$ cat src/rtl/seq_subtractor_64bit_if.sv
// Start/ready/done bus for the sequential subtractor.
// SEQ_SUB_OVF_FLAG_EN adds the signed-overflow flag ovf.
interface seq_subtractor_64bit_if #(
  parameter int WIDTH = 64
);
  logic             start;
  logic [WIDTH-1:0] in1;
  logic [WIDTH-1:0] in2;
  logic             bin;
  logic             ready;
  logic             busy;
  logic             done;
  logic [WIDTH-1:0] diff;
  logic             bout;
`ifdef SEQ_SUB_OVF_FLAG_EN
  logic             ovf;
`endif

  modport master (
    output start, in1, in2, bin,
    input  ready, busy, done, diff, bout
`ifdef SEQ_SUB_OVF_FLAG_EN
    , input ovf
`endif
  );

  modport slave (
    input  start, in1, in2, bin,
    output ready, busy, done, diff, bout
`ifdef SEQ_SUB_OVF_FLAG_EN
    , output ovf
`endif
  );
endinterface

$ cat src/rtl/seq_subtractor_64bit.sv
// Multi-cycle subtractor diff = in1 - in2 - bin, one SLICE-bit chunk per clock, LSB first.
// Optional macro SEQ_SUB_OVF_FLAG_EN registers a signed-overflow flag alongside diff.
module seq_subtractor_64bit #(
  parameter int WIDTH = 64,
  parameter int SLICE = 16
) (
  input logic                   clk,
  input logic                   rst_n,
  seq_subtractor_64bit_if.slave bus
);
  localparam int N     = WIDTH / SLICE;
  localparam int IDX_W = (N > 1) ? $clog2(N) : 1;
  localparam logic [IDX_W-1:0] LAST = IDX_W'(N - 1);

  typedef enum logic [1:0] {IDLE, RUN, DONE} state_t;

  state_t           state;
  logic [IDX_W-1:0] idx;
  logic [WIDTH-1:0] a;
  logic [WIDTH-1:0] b;
  logic [WIDTH-1:0] w;
  logic [WIDTH-1:0] w_next;
  logic             c;
  logic [SLICE-1:0] a_sl;
  logic [SLICE-1:0] b_sl;
  logic [SLICE:0]   sum;

  // Two's-complement slice subtract: carry out of the MSB is the inverted borrow.
  function automatic logic [SLICE:0] slice_sub(input logic [SLICE-1:0] x,
                                                input logic [SLICE-1:0] y,
                                                input logic             cin);
    return {1'b0, x} + {1'b0, ~y} + {{SLICE{1'b0}}, cin};
  endfunction

  always_comb begin
    a_sl   = a[idx*SLICE +: SLICE];
    b_sl   = b[idx*SLICE +: SLICE];
    sum    = slice_sub(a_sl, b_sl, c);
    w_next = w;
    w_next[idx*SLICE +: SLICE] = sum[SLICE-1:0];
  end

  always_ff @(posedge clk or negedge rst_n) begin
    if (!rst_n) begin
      state     <= IDLE;
      idx       <= '0;
      a         <= '0;
      b         <= '0;
      w         <= '0;
      c         <= 1'b0;
      bus.diff  <= '0;
      bus.bout  <= 1'b0;
      bus.done  <= 1'b0;
      bus.busy  <= 1'b0;
      bus.ready <= 1'b1;
`ifdef SEQ_SUB_OVF_FLAG_EN
      bus.ovf   <= 1'b0;
`endif
    end else begin
      case (state)
        IDLE: begin
          bus.done <= 1'b0;
          if (bus.start) begin
            a         <= bus.in1;
            b         <= bus.in2;
            c         <= ~bus.bin;
            idx       <= '0;
            w         <= '0;
            state     <= RUN;
            bus.ready <= 1'b0;
            bus.busy  <= 1'b1;
          end
        end
        RUN: begin
          w <= w_next;
          c <= sum[SLICE];
          // Outputs only move on the last slice; partial results stay in w.
          if (idx == LAST) begin
            bus.diff <= w_next;
            bus.bout <= ~sum[SLICE];
`ifdef SEQ_SUB_OVF_FLAG_EN
            bus.ovf  <= (a[WIDTH-1] != b[WIDTH-1]) && (w_next[WIDTH-1] != a[WIDTH-1]);
`endif
            bus.done <= 1'b1;
            bus.busy <= 1'b0;
            state    <= DONE;
          end else begin
            idx <= idx + IDX_W'(1);
          end
        end
        DONE: begin
          bus.done  <= 1'b0;
          bus.ready <= 1'b1;
          state     <= IDLE;
        end
        default: begin
          bus.done  <= 1'b0;
          bus.busy  <= 1'b0;
          bus.ready <= 1'b1;
          state     <= IDLE;
        end
      endcase
    end
  end
endmodule

$ cat src/flat_wrapper.sv
// flat-port wrapper written by rule: the top's interface ports become plain ports
module seq_subtractor_64bit_flat 
#(
  parameter int WIDTH = 64,
  parameter int SLICE = 16
)
  (clk, rst_n, bus_start, bus_in1, bus_in2, bus_bin, bus_ready, bus_busy, bus_done, bus_diff, bus_bout);
  seq_subtractor_64bit_if #(.WIDTH(WIDTH)) bus_i ();
  input logic clk;
  input logic rst_n;
  input wire logic [$bits(bus_i.start)-1:0] bus_start;
  input wire logic [$bits(bus_i.in1)-1:0] bus_in1;
  input wire logic [$bits(bus_i.in2)-1:0] bus_in2;
  input wire logic [$bits(bus_i.bin)-1:0] bus_bin;
  output wire logic [$bits(bus_i.ready)-1:0] bus_ready;
  output wire logic [$bits(bus_i.busy)-1:0] bus_busy;
  output wire logic [$bits(bus_i.done)-1:0] bus_done;
  output wire logic [$bits(bus_i.diff)-1:0] bus_diff;
  output wire logic [$bits(bus_i.bout)-1:0] bus_bout;
  assign bus_i.start = bus_start;
  assign bus_i.in1 = bus_in1;
  assign bus_i.in2 = bus_in2;
  assign bus_i.bin = bus_bin;
  assign bus_ready = bus_i.ready;
  assign bus_busy = bus_i.busy;
  assign bus_done = bus_i.done;
  assign bus_diff = bus_i.diff;
  assign bus_bout = bus_i.bout;
  seq_subtractor_64bit #(.WIDTH(WIDTH), .SLICE(SLICE)) u_core (.clk(clk), .rst_n(rst_n), .bus(bus_i));
endmodule
$ cat config.mk
export PLATFORM = sky130hd
export DESIGN_NAME = seq_subtractor_64bit_flat
export DESIGN_NICKNAME = d
export VERILOG_FILES = /design/src/rtl/seq_subtractor_64bit_if.sv /design/src/rtl/seq_subtractor_64bit.sv /design/src/flat_wrapper.sv
export SDC_FILE = /design/constraint.sdc
export NUM_CORES = 1
export LEC_CHECK = 0
export CELL_PAD_IN_SITES_DETAIL_PLACEMENT = 0
export CELL_PAD_IN_SITES_GLOBAL_PLACEMENT = 1
export CORE_MARGIN = 4
export CORE_UTILIZATION = 43
export DETAILED_ROUTE_END_ITERATION = 7
export PLACE_DENSITY_LB_ADDON = 0.1
export SETUP_SLACK_MARGIN = 0.15
export SKIP_CTS_REPAIR_TIMING = 1
export SYNTH_ARGS = -nofsm -noshare
export SYNTH_HDL_FRONTEND = slang
export SYNTH_SLANG_ARGS = --single-unit
export TNS_END_PERCENT = 1
$ cat constraint.sdc
create_clock -name clk -period 5.1 [get_ports clk]
set_input_delay 1.02 -clock clk [delete_from_list [all_inputs] [get_ports clk]]
set_output_delay 1.02 -clock clk [all_outputs]
set_load 0.05 [all_outputs]
Word-level counts from Yosys, hierarchy flattened. Index checks and enable logic that the tools add are counted.

Add/subtract/negate cells: 4. Equality and inequality tests: 6. Shifts and indexed selects: 4. Mux-type cells: 18. Bitwise logic cells: 5. Reduce and logical (&&, ||, !) cells: 9.

Operators by type and width (number): 64-bit one-hot mux with 2 select lines (1); 64-bit by 7-bit indexed part select with 16-bit output (2); 64-bit bitwise mux (1); 64-bit two-way mux (1); 16-bit by 34-bit variable shift with 64-bit output, first input constant (1); 16-bit by 34-bit indexed part select with 64-bit output (1); 6-bit negation with 34-bit output (1); 16-bit by 16-bit adder with 17-bit output (1); 17-bit by 1-bit adder with 17-bit output (1); 16-bit inverter (1); 2-bit AND reduction (5); 2-bit two-way mux (4); 2-bit one-hot mux with 2 select lines (2); 1-bit two-way mux (6); 3-bit AND reduction (2); 2-bit == test, second input constant (2); 2-bit inequality test, second input constant (2); 1-bit inverter (4); 1-bit one-hot mux with 2 select lines (2); 1-bit one-hot mux with 3 select lines (1); 2-bit by 1-bit adder with 2-bit output, second input constant (1); 2-bit by 1-bit == test with 1-bit output, second input constant (1); 2-bit zero test (1); 2-bit by 1-bit inequality test with 1-bit output, second input constant (1); 2-bit nonzero test (1).

Bits in registers: 265. Bits of input ports: 132. Output and inout bits: 68. Logic and storage cells: 57.

Depth between registers and ports, before layout. Gate-level depths: netlist of run 1.

Word-level depth: 7. Depth in mapped cells: 13. Gate-level depth less buffers: 11.

Worst setup path before layout of run 1. OpenSTA, ideal clock, no wires.

Path type: register to register. From: register u_core.idx[0]. To: register u_core.bus.diff[12]. Setup time: 0.126 ns. Data arrival time: 3.530 ns. Data required time: 4.974 ns. Slack: 1.444 ns. Cell stages (with the launch flop): 14. Buffers on the path: 2. Period minus slack after synthesis: 3.656 ns. Cell sequence: dfrtp_1 > buf_2 > buf_2 > mux4_2 > inv_1 > fa_1 > inv_1 > fa_1 > a21o_1 > a311o_1 > o211a_2 > o41ai_2 > a2111oi_4 > a221o_1.

Longest elaborated chain between the ends: 6. Elaborated cells on any way between the ends: 11. Classes of those cells: add/sub (3); eq/ne (1); shift (4); mux (1); bitwise (1); reduce/logical (1).

Ends and longest elaborated chain: start, declared (line seq_subtractor_64bit.sv:18) `logic [IDX_W-1:0] idx;`; start signal, assigned (line seq_subtractor_64bit.sv:88) `idx <= idx + IDX_W'(1);`; 64-bit by 7-bit indexed part select with 16-bit output (line seq_subtractor_64bit.sv:37) `b_sl = b[idx*SLICE +: SLICE];`; 16-bit inverter (line seq_subtractor_64bit.sv:32) `return {1'b0, x} + {1'b0, ~y} + {{SLICE{1'b0}}, cin};`; 16-bit by 16-bit adder with 17-bit output (line seq_subtractor_64bit.sv:32); 17-bit by 1-bit adder with 17-bit output (line seq_subtractor_64bit.sv:32); 16-bit by 34-bit indexed part select with 64-bit output (line seq_subtractor_64bit.sv:40) `w_next[idx*SLICE +: SLICE] = sum[SLICE-1:0];`; 64-bit bitwise mux (line seq_subtractor_64bit.sv:40); end signal, assigned (line seq_subtractor_64bit.sv:79) `bus.diff <= w_next;`; end, declared (line seq_subtractor_64bit_if.sv:29) `output ready, busy, done, diff, bout`.

Several ways; a longest one is shown, not always the timed one. A chain may end at the register's enable or synchronous reset.

Worst setup path after layout of run 1.
From: register u_core.idx[0]. To: register u_core.w[28].

Longest elaborated chain between the ends: 7. Elaborated cells on any way between the ends: 10. Classes of those cells: add/sub (3); shift (4); mux (2); bitwise (1).

Ends and longest elaborated chain: 64-bit by 7-bit indexed part select with 16-bit output (line seq_subtractor_64bit.sv:37); 16-bit inverter (line seq_subtractor_64bit.sv:32); 16-bit by 16-bit adder with 17-bit output (line seq_subtractor_64bit.sv:32); 17-bit by 1-bit adder with 17-bit output (line seq_subtractor_64bit.sv:32); 16-bit by 34-bit indexed part select with 64-bit output (line seq_subtractor_64bit.sv:40); 64-bit bitwise mux * (line seq_subtractor_64bit.sv:40); 64-bit one-hot mux with 2 select lines * (line seq_subtractor_64bit.sv:60) `case (state)`; end signal, assigned (line seq_subtractor_64bit.sv:75) `w <= w_next;`; end, declared (line seq_subtractor_64bit.sv:21) `logic [WIDTH-1:0] w;`.

Mark *: on every way between the ends. The rest lies on a longest branch, timed or not.

==> results of run 1 <==
[cell families after synthesis]
family,count (synthesis),share of synthesized area
buf+inv,79,0.02660
xor+xnor,10,0.007330
fa+ha+maj,23,0.02534
flops,265,0.5551
mux,162,0.1827
simple gates,201,0.07895
compound gates,210,0.1240
[placed cells by master (no fill, tap or decap), types with 6 or more instances in the layout]
cell | synthesis | layout
xnor2_1 | 8 | 8
clkbuf_8 | 0 | 8
o21ai_0 | 50 | 50
a21o_1 | 9 | 9
mux4_2 | 32 | 32
a21oi_1 | 38 | 38
nand2b_1 | 6 | 6
o21ai_1 | 6 | 6
o22ai_1 | 10 | 10
mux2_2 | 129 | 129
dfrtp_1 | 264 | 262
buf_4 | 0 | 10
a221o_1 | 13 | 13
ha_1 | 21 | 21
clkbuf_16 | 0 | 29
nand2_1 | 59 | 58
a221oi_1 | 25 | 25
a22o_1 | 40 | 40
inv_1 | 26 | 26
clkdlybuf4s50_1 | 0 | 198
and3_1 | 26 | 26
nor2_1 | 85 | 84
[flip-flops by register name (all words and copies together) (netlist names), 2 cells and up]
| name | flops |
|---|---|
| u_core.a | 64 |
| u_core.b | 64 |
| u_core.bus.diff | 64 |
| u_core.w | 64 |
| u_core.idx | 2 |
| u_core.state | 2 |
[cells in the mapped netlist, drive strengths merged, types with 21 or more instances]
cell	count	area, µm²
dfrtp	264	6606
mux2	129	1453
nor2	85	319.1
nand2	59	221.5
o21ai	56	280.3
a22o	40	350.3
a21oi	38	190.2
mux4	32	720.7
clkbuf	30	112.6
and3	27	173.9
inv	26	97.59
a221oi	25	219.0
buf	22	103.9
ha	21	262.8
[metal layers]
layer  GRT usage  vias up  wire length [µm]
li1            -     3878                 -
met1      0.2703     4205             13450
met2      0.3448      218             15640
met3     0.03116       45              1401
met4     0.05597        2               802
met5           0        -                 8
[critical path: stages (launching register included)]
cell and delay [ns]:
dfrtp_2 0.76, buf_4 0.33, mux4_2 0.54, fa_1 0.42
inv_1 0.08, fa_1 0.21, a21o_1 0.17, a311o_1 0.19
o211a_2 0.23, o41ai_2 0.09, a2111oi_4 0.70, a22o_1 0.26
[area by class of cell]
type | count | area (µm²)
inverter | 27 | 101.3
fill | 2329 | 11900
tap | 372 | 465.4
clock inverter | 8 | 115.1
clock buffer | 42 | 854.6
multi-input combinational | 606 | 5009
timing repair buffer | 210 | 2092
sequential | 265 | 6635
[path summary, 6_finish.rpt]
check / cells after the start / slack (ns) / to
max in group asynchronous: 2 / 3.58 / u_core.bus.ready
hold / removal: 2 / 0.47 / u_core.w[25]
setup / recovery: 11 / 1.03 / u_core.w[28]
min in group asynchronous: 1 / 0.54 / u_core.w[42]
setup reg to reg: 11 / 1.03 / u_core.w[28]
hold reg to reg: 2 / 0.47 / u_core.w[25]
[through the flow]
step | setup slack (ns) | util
floorplan | 1.444 | -
detailed placement | 1.001 | 0.5263
global route | 0.6991 | 0.5620
finish | 1.031 | 0.5620
global placement | 1.031 | 0.5263
CTS | 0.9716 | 0.5620
==> flow_metrics.env, run 1 <==
export IMPL_status="finished clean"
export IMPL_cts_inserted_buffers=28
export IMPL_cp_start_kind="register"
export IMPL_diodes=0
export IMPL_cp_max_fo=17
export IMPL_die_w_um=174.7
export IMPL_synthArstFlopShare=1.000
export IMPL_finalSetupViolations=0
export IMPL_finalClockSkew_ns=0.009877
export IMPL_drt_antenna_violating_nets=0
export IMPL_synth_ff_type="dfrtp_1"
export IMPL_hold_start="u_core.w[25]"
export IMPL_coreArea_mm2=0.02718
export IMPL_fmax_ghz=0.2458
export IMPL_grt_max_degree=110
export IMPL_post_dp_cell_area_mm2=0.01430
export IMPL_holdWs_ns=0.4750
export IMPL_drt_total_wl_um=31290
export IMPL_fin_crit_sh=0.7978
export IMPL_end_kind="register"
export IMPL_drive_above_1_share=0.2021
export IMPL_gr_usage_all_layers=0.2019
export IMPL_final_max_slew_viol_count=0
export IMPL_crit_type="register to register"
export IMPL_drc=0
export IMPL_htreeDepth=1
export IMPL_grt_pass1_wl_um=49130
export IMPL_maxCapViolations=0
export IMPL_synth_avg_cell_area_um2=12.58
export IMPL_final_cells=1530
export IMPL_grt_pass1_vias=8624
export IMPL_grt_overflow=0
export IMPL_port_buffers=199
export IMPL_postSynthCellCount=950
export IMPL_period_minus_slack_ns=4.069
export IMPL_layout_nets=1293
export IMPL_slew_headroom=0.2277
export IMPL_area_delta_synth_final_pct=27.81
export IMPL_dp_cells=1480
export IMPL_synth_area_mm2=0.01195
export IMPL_clk_latency_ns=0.54
export IMPL_crit_reg2reg_launch="u_core.idx[0]"
export IMPL_clk_pin_slew_worst_paths_ns=0.06
export IMPL_fin_tns_setup_ns=0
export IMPL_num_io_pins=200
export IMPL_rows=60
export IMPL_final_area_mm2=0.01527
export IMPL_start_util=0.4397
export IMPL_hpwl_um=22100
export IMPL_arrival_ns=4.54
export IMPL_cts_root_buf="clkbuf_16"
export IMPL_ys_seq_elements=265
export IMPL_clock_path_buffers=3
export IMPL_worstMarginPinSlew_ns=1.157
export IMPL_die_area_mm2=0.03052
export IMPL_hp_class="register to register"
export IMPL_ys_seq_area_frac=0.5551
export IMPL_finalHoldViolations=0
export IMPL_synth_nets=1105
export IMPL_drtIter0Drc=598
export IMPL_rsz0062_at_grt="no"
export IMPL_clkSinkCount=265
export IMPL_synth_edf_count=0
export IMPL_crit_required_ns=5.57
export IMPL_cts_tree="yes"
export IMPL_synth_distinct_cells=53
export IMPL_ys_warn_count=0
export IMPL_gp_congestion=0.8208
export IMPL_startpoint="u_core.idx[0]"
export IMPL_vias=8348
export IMPL_die_y_um=174.7
export IMPL_vias_per_cell=5.456
export IMPL_wl_per_cell_um=20.45
export IMPL_antenna_found_initial=1
export IMPL_drt_first_pass_iters=7
Power of run 1 is left out: the tool's default activity adds up to more than one toggle a clock period on the data nets, which glitch-free logic cannot reach.
==> inputs of run 2 (changes only) <==
- CORE_UTILIZATION: 43 -> 39
- clock period: 5.1 -> 3.5 ns (I/O delays scaled with it)
==> flow_metrics.env, run 2 (synthesis gave the netlist of run 1 again) <==
export IMPL_r2r_slack_ns=0.17
export IMPL_drt_antenna_violating_nets=0
export IMPL_drt_total_wl_um=31860
export IMPL_start_util=0.3989
export IMPL_cts_inserted_buffers=29
export IMPL_end_kind="register"
export IMPL_layout_common_cells="dfrtp_1 (262), clkdlybuf4s50_1 (198), mux2_2 (129)"
export IMPL_vias=8398
export IMPL_die_y_um=183.0
export IMPL_vias_per_cell=5.315
export IMPL_wl_per_cell_um=20.16
export IMPL_path_cells="mux4_2 > inv_1 > fa_2 > inv_1 > fa_2 > a21o_1 > a311o_1 > o211a_4 > o41ai_4 > a2111oi_4 > buf_6 > a221o_1"
export IMPL_area_delta_synth_final_pct=30.90
export IMPL_cts_tree="yes"
export IMPL_grt_pass1_wl_um=49560
export IMPL_port_buffers=199
export IMPL_clk_latency_ns=0.54
export IMPL_gr_usage_all_layers=0.1866
export IMPL_cts_root_buf="clkbuf_16"
export IMPL_maxCapViolations=0
export IMPL_fin_crit_sh=0.9523
export IMPL_finalClockSkew_ns=0.01318
export IMPL_drive_above_1_share=0.2311
export IMPL_grt_overflow=0
export IMPL_setup_worst_path_end="u_core.bus.diff[28]"
export IMPL_crit_required_ns=3.92
export IMPL_cp_start_kind="register"
export IMPL_diodes=0
export IMPL_die_area_mm2=0.03350
export IMPL_slew_headroom=0.2480
export IMPL_rows=63
export IMPL_arrival_ns=3.76
export IMPL_clock_path_buffers=3
export IMPL_drt_first_pass_iters=5
export IMPL_htreeDepth=1
export IMPL_layout_nets=1324
export IMPL_grt_max_degree=80
export IMPL_nFillCells=2658
export IMPL_crit_reg2reg_launch="u_core.idx[0]"
export IMPL_drtIter0Drc=476
export IMPL_rsz0062_at_grt="yes"
export IMPL_holdWs_ns=0.1099
export IMPL_grt_pass1_vias=8423
export IMPL_status="finished clean"
export IMPL_cp_top_family="compound AO/OA/AOI/OAI gates"
export IMPL_max_stage_delay_ns=0.51
export IMPL_critical_path_buf_inv_count=3
export IMPL_drc=0
export IMPL_coreArea_mm2=0.02995
export IMPL_slowest_stage="mux4_2"
export IMPL_startpoint="u_core.idx[0]"
export IMPL_timing_rr_end="u_core.bus.diff[28]"
export IMPL_cp_max_fo=8
export IMPL_die_w_um=183.0
export IMPL_finalSetupViolations=0
export IMPL_period_minus_slack_ns=3.333
export IMPL_final_common_cell="dfrtp_1"
export IMPL_num_io_pins=200
export IMPL_fmax_ghz=0.3000
export IMPL_antenna_found_initial=1
export IMPL_finalHoldViolations=0
export IMPL_final_max_slew_viol_count=0
export IMPL_hp_class="input port to async pin"
export IMPL_clk_pin_slew_worst_paths_ns=0.06
export IMPL_crit_type="register to register"
export IMPL_hpwl_um=23040
export IMPL_clkSinkCount=265
export IMPL_reg2regPathDepth=12
export IMPL_gp_congestion=0.8242
export IMPL_worstMarginPinSlew_ns=1.120
export IMPL_crit_cells=12
run 2: through the flow:
stage | std cells | area [µm²] | setup WS (ns) | setup TNS [ns] | util
detailed placement | 1527 | 14620 | -0.01130 | -0.03294 | 0.4881
global placement | 1527 | 14620 | 0.1123 | 0 | 0.4881
floorplan | 950 | 11990 | 0.1379 | 0 | -
finish | 1580 | 15640 | 0.1668 | 0 | 0.5222
CTS | 1579 | 15550 | -0.02613 | -0.1136 | 0.5193
global route | 1580 | 15640 | 0.03596 | 0 | 0.5222
run 2: final cells by class:
cell class / instances / area, µm² / area share
sequential: 265 / 6635 / 0.4242
inverter: 27 / 101.3 / 0.006479
multi-input combinational: 606 / 5082 / 0.3249
timing repair buffer: 240 / 2400 / 0.1534
clock inverter: 7 / 68.82 / 0.004400
clock buffer: 45 / 865.8 / 0.05536
tap: 390 / 488.0 / 0.03120
run 2: how the worst min path moves through the flow:
stage          slack [ns]  cells after the start                   to          from
6_report             0.11                      1  u_core.bus.diff[27]         rst_n
4_1_cts              0.11                      1  u_core.bus.diff[27]         rst_n
5_1_grt              0.13                      1  u_core.bus.diff[27]         rst_n
3_5_place_dp         0.46                      2         u_core.w[57]  u_core.w[57]
2_1_floorplan        0.40                      0          u_core.a[0]         rst_n
3_3_place_gp         0.45                      2         u_core.w[10]  u_core.w[10]
run 2: worst reg2reg max path: stages (launching register included):
cell,delay [ns]
dfrtp_2,0.45
mux4_2,0.51
inv_1,0.08
fa_2,0.20
inv_1,0.05
fa_2,0.34
a21o_1,0.19
a311o_1,0.31
o211a_4,0.18
o41ai_4,0.34
a2111oi_4,0.07
buf_6,0.16
a221o_1,0.32
run 2: per-layer routing:
| metal | global-route usage | vias to the layer above | share of wire |
|---|---|---|---|
| li1 | - | 3942 | - |
| met1 | 0.2602 | 4218 | 0.44 |
| met2 | 0.3107 | 201 | 0.49 |
| met3 | 0.03253 | 35 | 0.049 |
| met4 | 0.03725 | 2 | 0.020 |
| met5 | 0 | - | 0.00038 |
Power of run 2 is left out for the same reason.
